### src/rtl/pipeline_ctrl.sv
// pipeline_ctrl: stall/flush controller for the 5-stage MIPS pipeline.
// Generates write-enable and clear strobes for the PC, IF/ID and ID/EX
// registers. Handles load-use stalls, jump flushes, run/single-step control
// from the debug unit, and a HALT drain followed by a freeze.
module pipeline_ctrl #(
  parameter int DRAIN_CYCLES = 3,
  parameter int CNT_W        = 32
) (
  input  logic             i_clk,
  input  logic             i_reset,
  input  logic             i_run_mode,
  input  logic             i_start,
  input  logic             i_step,
  input  logic             i_halt_id,
  input  logic             i_jump_taken,
  input  logic             i_id_ex_mem_read,
  input  logic [4:0]       i_id_ex_rt,
  input  logic [4:0]       i_if_id_rs,
  input  logic [4:0]       i_if_id_rt,
  output logic             o_pc_enable,
  output logic             o_if_id_enable,
  output logic             o_if_id_flush,
  output logic             o_id_ex_enable,
  output logic             o_id_ex_flush,
  output logic             o_halted,
  output logic [1:0]       o_state,
  output logic [CNT_W-1:0] o_cycle_count
);

  typedef enum logic [1:0] {
    S_IDLE   = 2'b00,
    S_RUN    = 2'b01,
    S_DRAIN  = 2'b10,
    S_HALTED = 2'b11
  } state_t;

  // A zero drain length still needs one advance to push HALT out of ID.
  localparam int DRAIN_LOAD = (DRAIN_CYCLES < 1) ? 1 : DRAIN_CYCLES;
  localparam int DRAIN_W    = $clog2(DRAIN_LOAD + 1);

  state_t             r_state;
  state_t             w_next_state;
  logic [DRAIN_W-1:0] r_drain_cnt;
  logic [DRAIN_W-1:0] w_next_drain_cnt;
  logic [CNT_W-1:0]   r_cycle_count;
  logic               w_adv;
  logic               w_hazard;

  // Load-use hazard: the load in EX writes a register the IF/ID instruction reads.
  assign w_hazard = i_id_ex_mem_read && (i_id_ex_rt != 5'd0) &&
                    ((i_id_ex_rt == i_if_id_rs) || (i_id_ex_rt == i_if_id_rt));

  // Registered state, drain counter and advance-cycle counter.
  always_ff @(posedge i_clk) begin
    if (i_reset) begin
      r_state       <= S_IDLE;
      r_drain_cnt   <= '0;
      r_cycle_count <= '0;
    end else begin
      r_state     <= w_next_state;
      r_drain_cnt <= w_next_drain_cnt;
      if (w_adv) begin
        r_cycle_count <= r_cycle_count + CNT_W'(1);
      end
    end
  end

  // Advance decision, next state and the per-register enable/flush strobes.
  always_comb begin
    w_next_state     = r_state;
    w_next_drain_cnt = r_drain_cnt;
    w_adv            = 1'b0;
    o_pc_enable      = 1'b0;
    o_if_id_enable   = 1'b0;
    o_if_id_flush    = 1'b0;
    o_id_ex_enable   = 1'b0;
    o_id_ex_flush    = 1'b0;

    case (r_state)
      S_IDLE: begin
        if (i_run_mode && i_start) begin
          w_next_state = S_RUN;
        end else if (!i_run_mode && i_step) begin
          w_adv = 1'b1;
        end
      end
      S_RUN: begin
        if (i_run_mode) begin
          w_adv = 1'b1;
        end else begin
          w_next_state = S_IDLE;
        end
      end
      S_DRAIN: begin
        if (i_run_mode || i_step) begin
          w_adv = 1'b1;
        end
      end
      default: begin
        w_adv = 1'b0;
      end
    endcase

    // Reset overrides everything, so no strobe may leak out during it.
    if (i_reset) begin
      w_adv = 1'b0;
    end

    if (w_adv) begin
      if (r_state == S_DRAIN) begin
        // Keep bubbling both front registers while older instructions retire.
        o_if_id_enable = 1'b1;
        o_if_id_flush  = 1'b1;
        o_id_ex_enable = 1'b1;
        o_id_ex_flush  = 1'b1;
        if (r_drain_cnt <= DRAIN_W'(1)) begin
          w_next_state = S_HALTED;
        end else begin
          w_next_drain_cnt = r_drain_cnt - DRAIN_W'(1);
        end
      end else if (w_hazard) begin
        // Hold PC and IF/ID, insert a bubble into EX; jump/HALT retried next cycle.
        o_id_ex_enable = 1'b1;
        o_id_ex_flush  = 1'b1;
      end else if (i_halt_id) begin
        o_if_id_enable   = 1'b1;
        o_if_id_flush    = 1'b1;
        o_id_ex_enable   = 1'b1;
        w_next_state     = S_DRAIN;
        w_next_drain_cnt = DRAIN_W'(DRAIN_LOAD);
      end else if (i_jump_taken) begin
        o_pc_enable    = 1'b1;
        o_if_id_enable = 1'b1;
        o_if_id_flush  = 1'b1;
        o_id_ex_enable = 1'b1;
      end else begin
        o_pc_enable    = 1'b1;
        o_if_id_enable = 1'b1;
        o_id_ex_enable = 1'b1;
      end
    end
  end

  assign o_halted      = (r_state == S_HALTED);
  assign o_state       = r_state;
  assign o_cycle_count = r_cycle_count;

endmodule

### config.mk
export PLATFORM = sky130hd
export DESIGN_NAME = pipeline_ctrl
export DESIGN_NICKNAME = d
export VERILOG_FILES = /design/src/rtl/pipeline_ctrl.sv
export SDC_FILE = /design/constraint.sdc
export NUM_CORES = 1
export LEC_CHECK = 0
export CAP_MARGIN = 15
export CELL_PAD_IN_SITES_DETAIL_PLACEMENT = 0
export CELL_PAD_IN_SITES_GLOBAL_PLACEMENT = 1
export CORE_UTILIZATION = 36
export DETAILED_ROUTE_END_ITERATION = 7
export GPL_TIMING_DRIVEN = 0
export PLACE_DENSITY = 0.9
export SLEW_MARGIN = 20
export SYNTH_ARGS = -nofsm -noshare
export SYNTH_HDL_FRONTEND = slang
export SYNTH_SLANG_ARGS = --single-unit
### constraint.sdc
create_clock -name i_clk -period 4.2 [get_ports i_clk]
set_clock_uncertainty 0.1 [all_clocks]
set_input_delay 0.84 -clock i_clk [delete_from_list [all_inputs] [get_ports i_clk]]
set_output_delay 0.84 -clock i_clk [all_outputs]
set_load 0.02 [all_outputs]
# Yosys cells after proc, flatten, opt, wreduce, memory -nomap -nowiden
# Index checks and enable logic that the tools add are counted.
# totals
reg_bits	36
output_inout_bits	40
wordCells	58
# classes
n_addsub	2
magnitude_cmp	1
n_eq_ne	7
n_mux	34
n_reduce_logical	11
# ops
cell	n
$add A32 B1 Y32 const B	1
$mux W2	11
$mux W1	21
$eq A5 B5 Y1	2
$reduce_bool A5 Y1	1
$eq A2 B2 Y1 const B	2
$logic_and A1 B1 Y1	4
$pmux W2 S2	1
$reduce_and A4 Y1	1
$pmux W1 S3	1
$eq A2 B1 Y1 const B	1
$le A2 B1 Y1 const B	1
$logic_not A2 Y1	1
$logic_or A1 B1 Y1	2
$ne A2 B1 Y1 const B	1
$ne A2 B2 Y1 const B	1
$reduce_bool A2 Y1	1
$sub A2 B1 Y2 const B	1
$logic_not A1 Y1	1

# Longest topological paths before layout
# Gate-level depths: netlist of the first run.
# depth
depth_word	7
ltp_mapped	8
mapped_depth_nobuf	7

# Least setup slack after synthesis of the first run
# OpenSTA, ideal clock, no wires.
# synth_path
path_type	input port to output port
from	in i_run_mode
to	out o_pc_enable
arrival_time_ns	2.145
required_time_ns	3.260
setup_slack_ns	1.115
path_stages	5
n_path_buf	1
cell_sequence	nor2_1 a22o_1 buf_2 nand2_1 nor4_1
# synth_via
elab_chain_len	7
# synth_rtl
element	line_no	text
start: declaration	11	input logic i_run_mode,
$logic_not A1 Y1	83	end else if (!i_run_mode && i_step) begin
$logic_and A1 B1 Y1	83	
$mux W1	83	
$mux W1	81	if (i_run_mode && i_start) begin
$pmux W1 S3 *	79	case (r_state)
$mux W1 *	105	if (i_reset) begin
$mux W1 *	109	if (w_adv) begin
end: declaration	20	output logic o_pc_enable,
# Mark *: on every way between the ends. The rest lies on a longest branch, timed or not.

# Final worst setup path of the first run
# layout_path
from	in i_run_mode
to	out o_if_id_flush
# layout_via
elab_chain_len	7
# layout_rtl
element	line_no	text
$logic_not A1 Y1	83	
$logic_and A1 B1 Y1	83	
$mux W1	83	
$mux W1	81	
$pmux W1 S3 *	79	
$mux W1 *	105	
$mux W1 *	109	
end: declaration	22	output logic o_if_id_flush,
# Marks and branches as above.

==> metrics.sh, run 1 <==
STATUS='complete, no violations'
TIMING.MAX_SLEW.REL_SLACK=0.521
NET-SWITCHING-POWER_W=0.000195
FIN_UTIL=0.531
NNETSFINAL=326
TIMING.HOLD.WORST.CLASS='flop to flop'
DRT_PRE_ANTENNA_ITERS=4
FINALSETUPVIOLCOUNT=0
TMIN_FINAL_PS=3990
TIMING.CRITICAL_PATH.FROM_TYPE='primary input'
TRITONCTS='built'
DRV_SLEW=0
POSTSYNTH.ASYNCRESETSHARE=0
CLOCK_INSERTION_DELAY_WORST_SKEW_PS=290
INITIALDRTVIOLATIONCOUNT=140
CTS.SINK_COUNT=36
WORSTPATHMAXFANOUT=10
CTSLONGESTPATHBUFFERS=2
CRIT_PATH_FROM='i_run_mode'
PLACE_WORST_SETUP_SLACK_PS=101
SYNTHESIS.INSTANCES=233
INTERNAL_POWER_SUMMED_OVER_ALL_CELLS_W=0.000538
DRC=0
P_PER_AREA_nW_PER_UM2=267
OVERALL_DIE_WIDTH_UM=75.7
CTS_MADE_BUFFERS=5
DETAILED_PLACE_HPWL_MM=3.75
TOP_LEVEL_PORTS=63
WORST-R2R-SETUP-SLACK_PS=1760
FIRST_PASS_GRT_WIRE_LENGTH_MM=8.27
NUMBER_OF_BUFFERS_INSERTED_BY_POST_CTS_SETUP_REPAIR=0
PIN_COUNT_OF_THE_BIGGEST_NET_ENTERING_GLOBAL_ROUTING=11
POST_SYNTH_NUM_CELL_TYPES=47
ANTENNA_VIOLATING_NETS_POST_ROUTE=0
TOTAL_OF_FLIP_FLOPS_PLUS_LATCHES_AFTER_SYNTHESIS=36
TIMING_WORST_SETUP_PATH_TYPE='primary input to output pin'
SYNTH-SEQ-AREA-SHARE=0.369
SYN_AREA_PER_CELL_UM2=8.39
WORST_TRAN_PIN_VALUE_PS=719
HEIGHT_OF_THE_CHIP_UM=75.7
NUMPORTBUFFERS=61
ROUTED_WIRELENGTH_MM=5.16
FLOW.AREA_GROWTH_FROM_SYNTHESIS_PCT=40.5
SWITCHING_SHARE=0.266
H-TREE-DEPTH=2
FMAX_GHz=0.251
POWER_FRAC_CLOCK=0.348
RSZ0062_AT_GRT='false'
POST-ROUTE-WORST-SETUP-SLACK_PS=209
RR_ENDPOINT='o_cycle_count[27]'
FINAL-HOLD-VIOLATION-COUNT=0
FIN_CRIT_SH=0.950
CLK_PIN_SLEW_WORST_PATHS_PS=70
START_UTIL=0.378
INITIAL_ANTENNA_VIOLATION_COUNT=0
CLOCK-ROOT-BUFFER='clkbuf_8'
SEQ_POWER_SHARE=0.485
SYNTH_EDF_COUNT=0
GLOBALROUTE.TOTALOVERFLOW=0
WORST-ENDPOINT-ARRIVAL_PS=3050
VIAS_PER_CELL=5.26
YOSYS_WARNINGS=0
GRT_UTIL_ALL_LAYERS=0.194
ENDPOINT_KIND='output pin'
SYNTHFLOPTYPE='dfxtp_1'
CELLLEAKAGEPOWER_nW=0.853
DIE-AREA_UM2=5730
MAXCAPVIOLCOUNT=0
REG2REGPATHDEPTH=7
COMB_POWER_SHARE=0.167
ANTENNADIODECOUNT=0
ROUTEDWLPERCELL_UM=13.9
FINALSETUPTNS_PS=0
SYNTH_FP_NETS=258
DR_TOTAL_VIAS=1958
TIMING.CRITICAL_PATH.REQUIRED_PS=3260
VIAS_IN_THE_FIRST_GLOBAL_ROUTE=1733
DRIVE_GT1_FRAC=0.0596
WORSTSETUPENDPOINT='o_if_id_flush'
GPL.FINAL_WEIGHTED_CONGESTION=0.812
CRIT-REG2REG-LAUNCH='o_state[1]'
POST_SYNTHESIS_INSTANCE_AREA_UM2=1950
FP-ROW-COUNT=26
VDD_DROP_MAX_mV=0.122
CORE_AREA_UM2=5170
-- layout make-up --
type | count | area (µm²)
fillers | 503 | 2430
flip-flops and latches | 36 | 721
clock buffers | 8 | 90.1
well taps | 70 | 87.6
repair buffers | 61 | 611
multi-input cells | 178 | 1160
plain buffers | 12 | 53.8
inverters | 7 | 26.3
-- per-stage QoR --
stage | instance area, µm² | instances | hold WS [ps] | total power (W)
after floorplan | 1950 | 233 | 379 | 0.000428
after global placement | 2650 | 364 | 367 | 0.000483
after detailed placement | 2650 | 364 | 379 | 0.000485
after CTS | 2740 | 372 | 389 | 0.000739
after global routing | 2750 | 372 | 429 | 0.000771
final | 2750 | 372 | 382 | 0.000733
-- worst min-delay path by stage --
stage,from,cells past startpoint,endpoint
6_report,o_cycle_count[31],2,o_cycle_count[31]
5_1_grt,o_cycle_count[31],2,o_cycle_count[31]
4_1_cts,o_cycle_count[31],2,o_cycle_count[31]
3_5_place_dp,o_cycle_count[31],2,o_cycle_count[31]
3_3_place_gp,o_cycle_count[31],2,o_cycle_count[31]
2_1_floorplan,r_drain_cnt[1],2,r_drain_cnt[1]
-- cell usage in the layout (no fill, tap or decap), types with 3 or more instances in the layout --
cell	count
nor4b_1	6
and3_1	3
nand2_1	14
nor3_1	7
dfxtp_1	36
clkbuf_1	12
nor4_1	11
clkdlybuf4s50_1	61
inv_1	6
xor2_1	4
o31ai_1	3
nor2_1	28
clkbuf_8	6
xnor2_1	31
o311ai_0	3
a21oi_1	9
o21ai_0	4
nand4_1	8
nand3_1	13
-- power by group through the flow --
stage          combinational (W)  sequential, W  clock [W]
2_1_floorplan          0.0000608       0.000367          0
3_3_place_gp            0.000120       0.000363          0
3_5_place_dp            0.000122       0.000363          0
4_1_cts                 0.000122       0.000355   0.000262
5_1_grt                 0.000134       0.000356   0.000282
6_report                0.000122       0.000355   0.000255
-- what timing repair did --
action,CTS,global route
endpoints found under the setup margin,0,1
gates resized for setup,0,1
hold buffers,0,0
endpoints found under the hold margin,0,0
-- cells by family after synthesis --
logic type | after synthesis | share of synthesized area
xor gates and xnor gates | 35 | 0.157
adders and majority gates | 2 | 0.0128
AOI/OAI and AO/OA | 32 | 0.116
and+or+nand+nor | 109 | 0.305
DFF | 36 | 0.369
buffers and inverters | 19 | 0.0410
-- cells in the mapped netlist, types with 3 or more instances --
master    instances  area (µm²)
dfxtp_1          36         721
xnor2_1          31         272
nor2_1           28         105
nand2_1          15        56.3
nand3_1          13        65.1
nor4_1           11        68.8
clkbuf_1         10        37.5
a21oi_1           9        45.0
nand4_1           8        50.1
nor3_1            7        35.0
inv_1             6        22.5
nor4b_1           6        52.6
o21ai_0           4        20.0
xor2_1            4        35.0
and3_1            3        18.8
o311ai_0          3        26.3
o31ai_1           3        22.5
-- state kept, by name, summed over array words and instances (netlist names) --
register and cells:
o_state 2, r_drain_cnt 2, o_cycle_count 32
-- worst max-delay path: stages --
cell and delay (ps):
clkdlybuf4s50_1 470, nor2_1 160, a22o_1 170, buf_2 240, nand2_2 180, inv_1 160
o31ai_1 90, a21oi_1 130, clkdlybuf4s50_1 620
-- routing by layer --
layer,routed length (µm),track usage,vias to the layer above,part of all wire
met3,216,0.0529,9,0.042
met5,0,0,-,0
met4,63,0.0597,0,0.012
met2,2340,0.303,40,0.45
met1,2540,0.263,924,0.49
li1,-,-,985,-
(Power assumes the default switching activity.)
==> inputs of run 2 (changes only) <==
--- a/config.mk
+++ b/config.mk
@@ -11,7 +11,8 @@
 export CORE_UTILIZATION = 36
 export DETAILED_ROUTE_END_ITERATION = 7
 export GPL_TIMING_DRIVEN = 0
-export PLACE_DENSITY = 0.9
+export MAX_ROUTING_LAYER = met4
+export PLACE_DENSITY_LB_ADDON = 0.1
 export SLEW_MARGIN = 20
 export SYNTH_ARGS = -nofsm -noshare
 export SYNTH_HDL_FRONTEND = slang
==> metrics.sh, run 2 (same netlist as run 1, synthesis figures left out) <==
ROUTED_WIRELENGTH_MM=4.97  # -3.8%
LAYOUT.CELLS.MOST_COMMON='clkdlybuf4s50_1'
CRIT-REG2REG-LAUNCH='o_state[1]'
GLOBALROUTE.TOTALOVERFLOW=0  # unchanged
ENDPOINT_KIND='output pin'
FLOW.AREA_GROWTH_FROM_SYNTHESIS_PCT=42.3
LAYOUT.CELLS.MOST_COMMON_LIST='61 x clkdlybuf4s50_1, 36 x dfxtp_1, 31 x xnor2_1'
FIRST_PASS_GRT_WIRE_LENGTH_MM=7.74  # -6.4%
CRIT_PATH_FROM='i_id_ex_rt[4]'
RR_ENDPOINT='o_cycle_count[16]'
ANTENNADIODECOUNT=0  # unchanged
MAXCAPVIOLCOUNT=0  # unchanged
NET-SWITCHING-POWER_W=0.000195  # +0.29%
REG2REGPATHDEPTH=7  # unchanged
DRIVE_GT1_FRAC=0.0662  # +0.00662
FINAL-HOLD-VIOLATION-COUNT=0  # unchanged
TIMING.HOLD.WORST.CLASS='flop to flop'
FIN_CRIT_SH=0.939  # -0.0118
CP_SLOWEST_CELL='clkdlybuf4s50_1'
NUMBER_OF_BUFFER_AND_INVERTER_STAGES_ON_THE_CRITICAL_PATH=3  # -1
COMB_POWER_SHARE=0.149  # -0.018
P_PER_AREA_nW_PER_UM2=291  # +9.0%
TIMING.MAX_SLEW.REL_SLACK=0.434  # -0.0865
RSZ0062_AT_GRT='false'
WORSTSETUPENDPOINT='o_id_ex_flush'
DRT_PRE_ANTENNA_ITERS=4  # unchanged
POWER_FRAC_CLOCK=0.413  # +0.065
H-TREE-DEPTH=2  # unchanged
NNETSFINAL=326  # unchanged
SEQ_POWER_SHARE=0.439  # -0.046
CRITICAL-PATH-TOP-DELAY-FAMILY='buffers and inverters'
TRITONCTS='built'
CELLLEAKAGEPOWER_nW=0.871  # +2.2%
DRV_SLEW=0  # unchanged
DETAILED_PLACE_HPWL_MM=3.70  # -1.5%
CTS_MADE_BUFFERS=5  # unchanged
FINALSETUPVIOLCOUNT=0  # unchanged
TMIN_FINAL_PS=3940  # -49.4 ps
ROUTEDWLPERCELL_UM=13.4  # -3.8%
CORE_AREA_UM2=5170  # unchanged
CRITICAL_PATH.CELL_CHAIN='clkdlybuf4s50_1 -> xnor2_1 -> nand3_1 -> o22ai_1 -> and3_1 -> clkbuf_1 -> o21a_1 -> clkdlybuf4s50_1'
INTERNAL_POWER_SUMMED_OVER_ALL_CELLS_W=0.000613  # +14%
CLOCK-ROOT-BUFFER='clkbuf_8'
FP-ROW-COUNT=26  # unchanged
START_UTIL=0.378  # unchanged
TIMING.CRITICAL_PATH.REQUIRED_PS=3260  # about the same
VDD_DROP_MAX_mV=0.178  # +45%
DRC=0  # unchanged
WORST_HOLD_SLACK_PS=396  # +13.7 ps
VIAS_PER_CELL=5.10  # -3.0%
CLOCK_INSERTION_DELAY_WORST_SKEW_PS=290  # about the same
TOP_LEVEL_PORTS=63  # unchanged
CP.DEPTH=8  # -1
PIN_COUNT_OF_THE_BIGGEST_NET_ENTERING_GLOBAL_ROUTING=12  # +1
INITIAL_ANTENNA_VIOLATION_COUNT=0  # unchanged
CTSLONGESTPATHBUFFERS=2  # unchanged
NUMPORTBUFFERS=61  # unchanged
CRITPATHMOSTFREQUENTCELL='clkdlybuf4s50_1'
GRT_UTIL_ALL_LAYERS=0.186  # -0.00878
GPL.FINAL_WEIGHTED_CONGESTION=0.767  # -5.5%
DR_TOTAL_VIAS=1899  # -3.0%
OVERALL_DIE_WIDTH_UM=75.7  # unchanged
DIE-AREA_UM2=5730  # unchanged
HEIGHT_OF_THE_CHIP_UM=75.7  # unchanged
INITIALDRTVIOLATIONCOUNT=48  # -66%
LARGEST_REGISTER_FF_COUNT=32  # unchanged
CTS.SINK_COUNT=36  # unchanged
SWITCHING_SHARE=0.242  # -0.0243
WORST-R2R-SETUP-SLACK_PS=1680  # -80 ps
ANTENNA_VIOLATING_NETS_POST_ROUTE=0  # unchanged
WORSTPATHMAXFANOUT=7  # -3
VIAS_IN_THE_FIRST_GLOBAL_ROUTE=1743  # +0.58%
TIMING.CRITICAL_PATH.FROM_TYPE='primary input'
WORST_PATH_LARGEST_CELL_DELAY_PS=590  # -30 ps
FINALSETUPTNS_PS=0  # unchanged
TIMING_WORST_SETUP_PATH_TYPE='primary input to output pin'
FMAX_GHz=0.254  # +1.3%
STATUS='complete, no violations'
CLK_PIN_SLEW_WORST_PATHS_PS=70  # about the same
WORST-ENDPOINT-ARRIVAL_PS=3000  # -50 ps
WORST_TRAN_PIN_VALUE_PS=849  # +130 ps
[run 2: cell types whose count changed in the layout (fill, tap and decap cells not counted)]
cell       previous run  this run
bufinv_16             0         1
clkbuf_1             12        10
clkbuf_8              6         7
[run 2: how the worst min path moves through the flow]
stage / from / end / cells after the start
finish: o_cycle_count[31] / o_cycle_count[31] / 2
global route: o_cycle_count[31] / o_cycle_count[31] / 2
CTS: o_cycle_count[31] / o_cycle_count[31] / 2
detailed placement: o_cycle_count[31] / o_cycle_count[31] / 2
global placement: o_cycle_count[31] / o_cycle_count[31] / 2
floorplan: r_drain_cnt[1] / r_drain_cnt[1] / 2
[run 2: per-layer routing]
metal  track usage  part of all wire
met4        0.0885             0.014
met3        0.0317             0.055
met1         0.225              0.47
met2         0.300              0.46
met5             -                 0
[run 2: cell type report]
class	count	area [µm²]
fillers	508	2390
multi-input cells	178	1160
flip-flops and latches	36	721
repair buffers	61	611
clock buffers	7	96.3
well taps	70	87.6
plain buffers	12	53.8
clock inverters	1	30.0
inverters	7	26.3
[run 2: timing repair]
item                                    in CTS  in global routing
setup buffers                                0                  0
endpoints found under the hold margin        0                  0
hold buffers                                 0                  0
endpoints found under the setup margin       0                  1
resized for setup                            0                  1
[run 2: power groups by stage]
stage | clock, W | sequential [W] | combinational (W)
final | 0.000334 | 0.000355 | 0.000120
after global routing | 0.000354 | 0.000356 | 0.000133
after CTS | 0.000342 | 0.000355 | 0.000121
after detailed placement | 0 | 0.000363 | 0.000121
after global placement | 0 | 0.000363 | 0.000122
after floorplan | 0 | 0.000367 | 0.0000608
[run 2: stage by stage]
| stage | cell area, µm² | utilization | total power [W] | std cells | setup slack (ps) |
|---|---|---|---|---|---|
| 2_1_floorplan | 1950 | - | 0.000428 | 233 | 1110 |
| 3_3_place_gp | 2650 | 0.513 | 0.000484 | 364 | 194 |
| 3_5_place_dp | 2650 | 0.513 | 0.000484 | 364 | 206 |
| 4_1_cts | 2780 | 0.537 | 0.000818 | 372 | 188 |
| 5_1_grt | 2780 | 0.538 | 0.000844 | 372 | 29.1 |
| 6_report | 2780 | 0.538 | 0.000809 | 372 | 258 |
[run 2: worst reg2reg max path, stage by stage, from the launching register on]
cell	delay (ps)
dfxtp_1	340
clkbuf_1	280
xor2_1	140
a22oi_1	710
clkbuf_1	450
nor4_1	140
xnor2_1	170
nor2_1	50
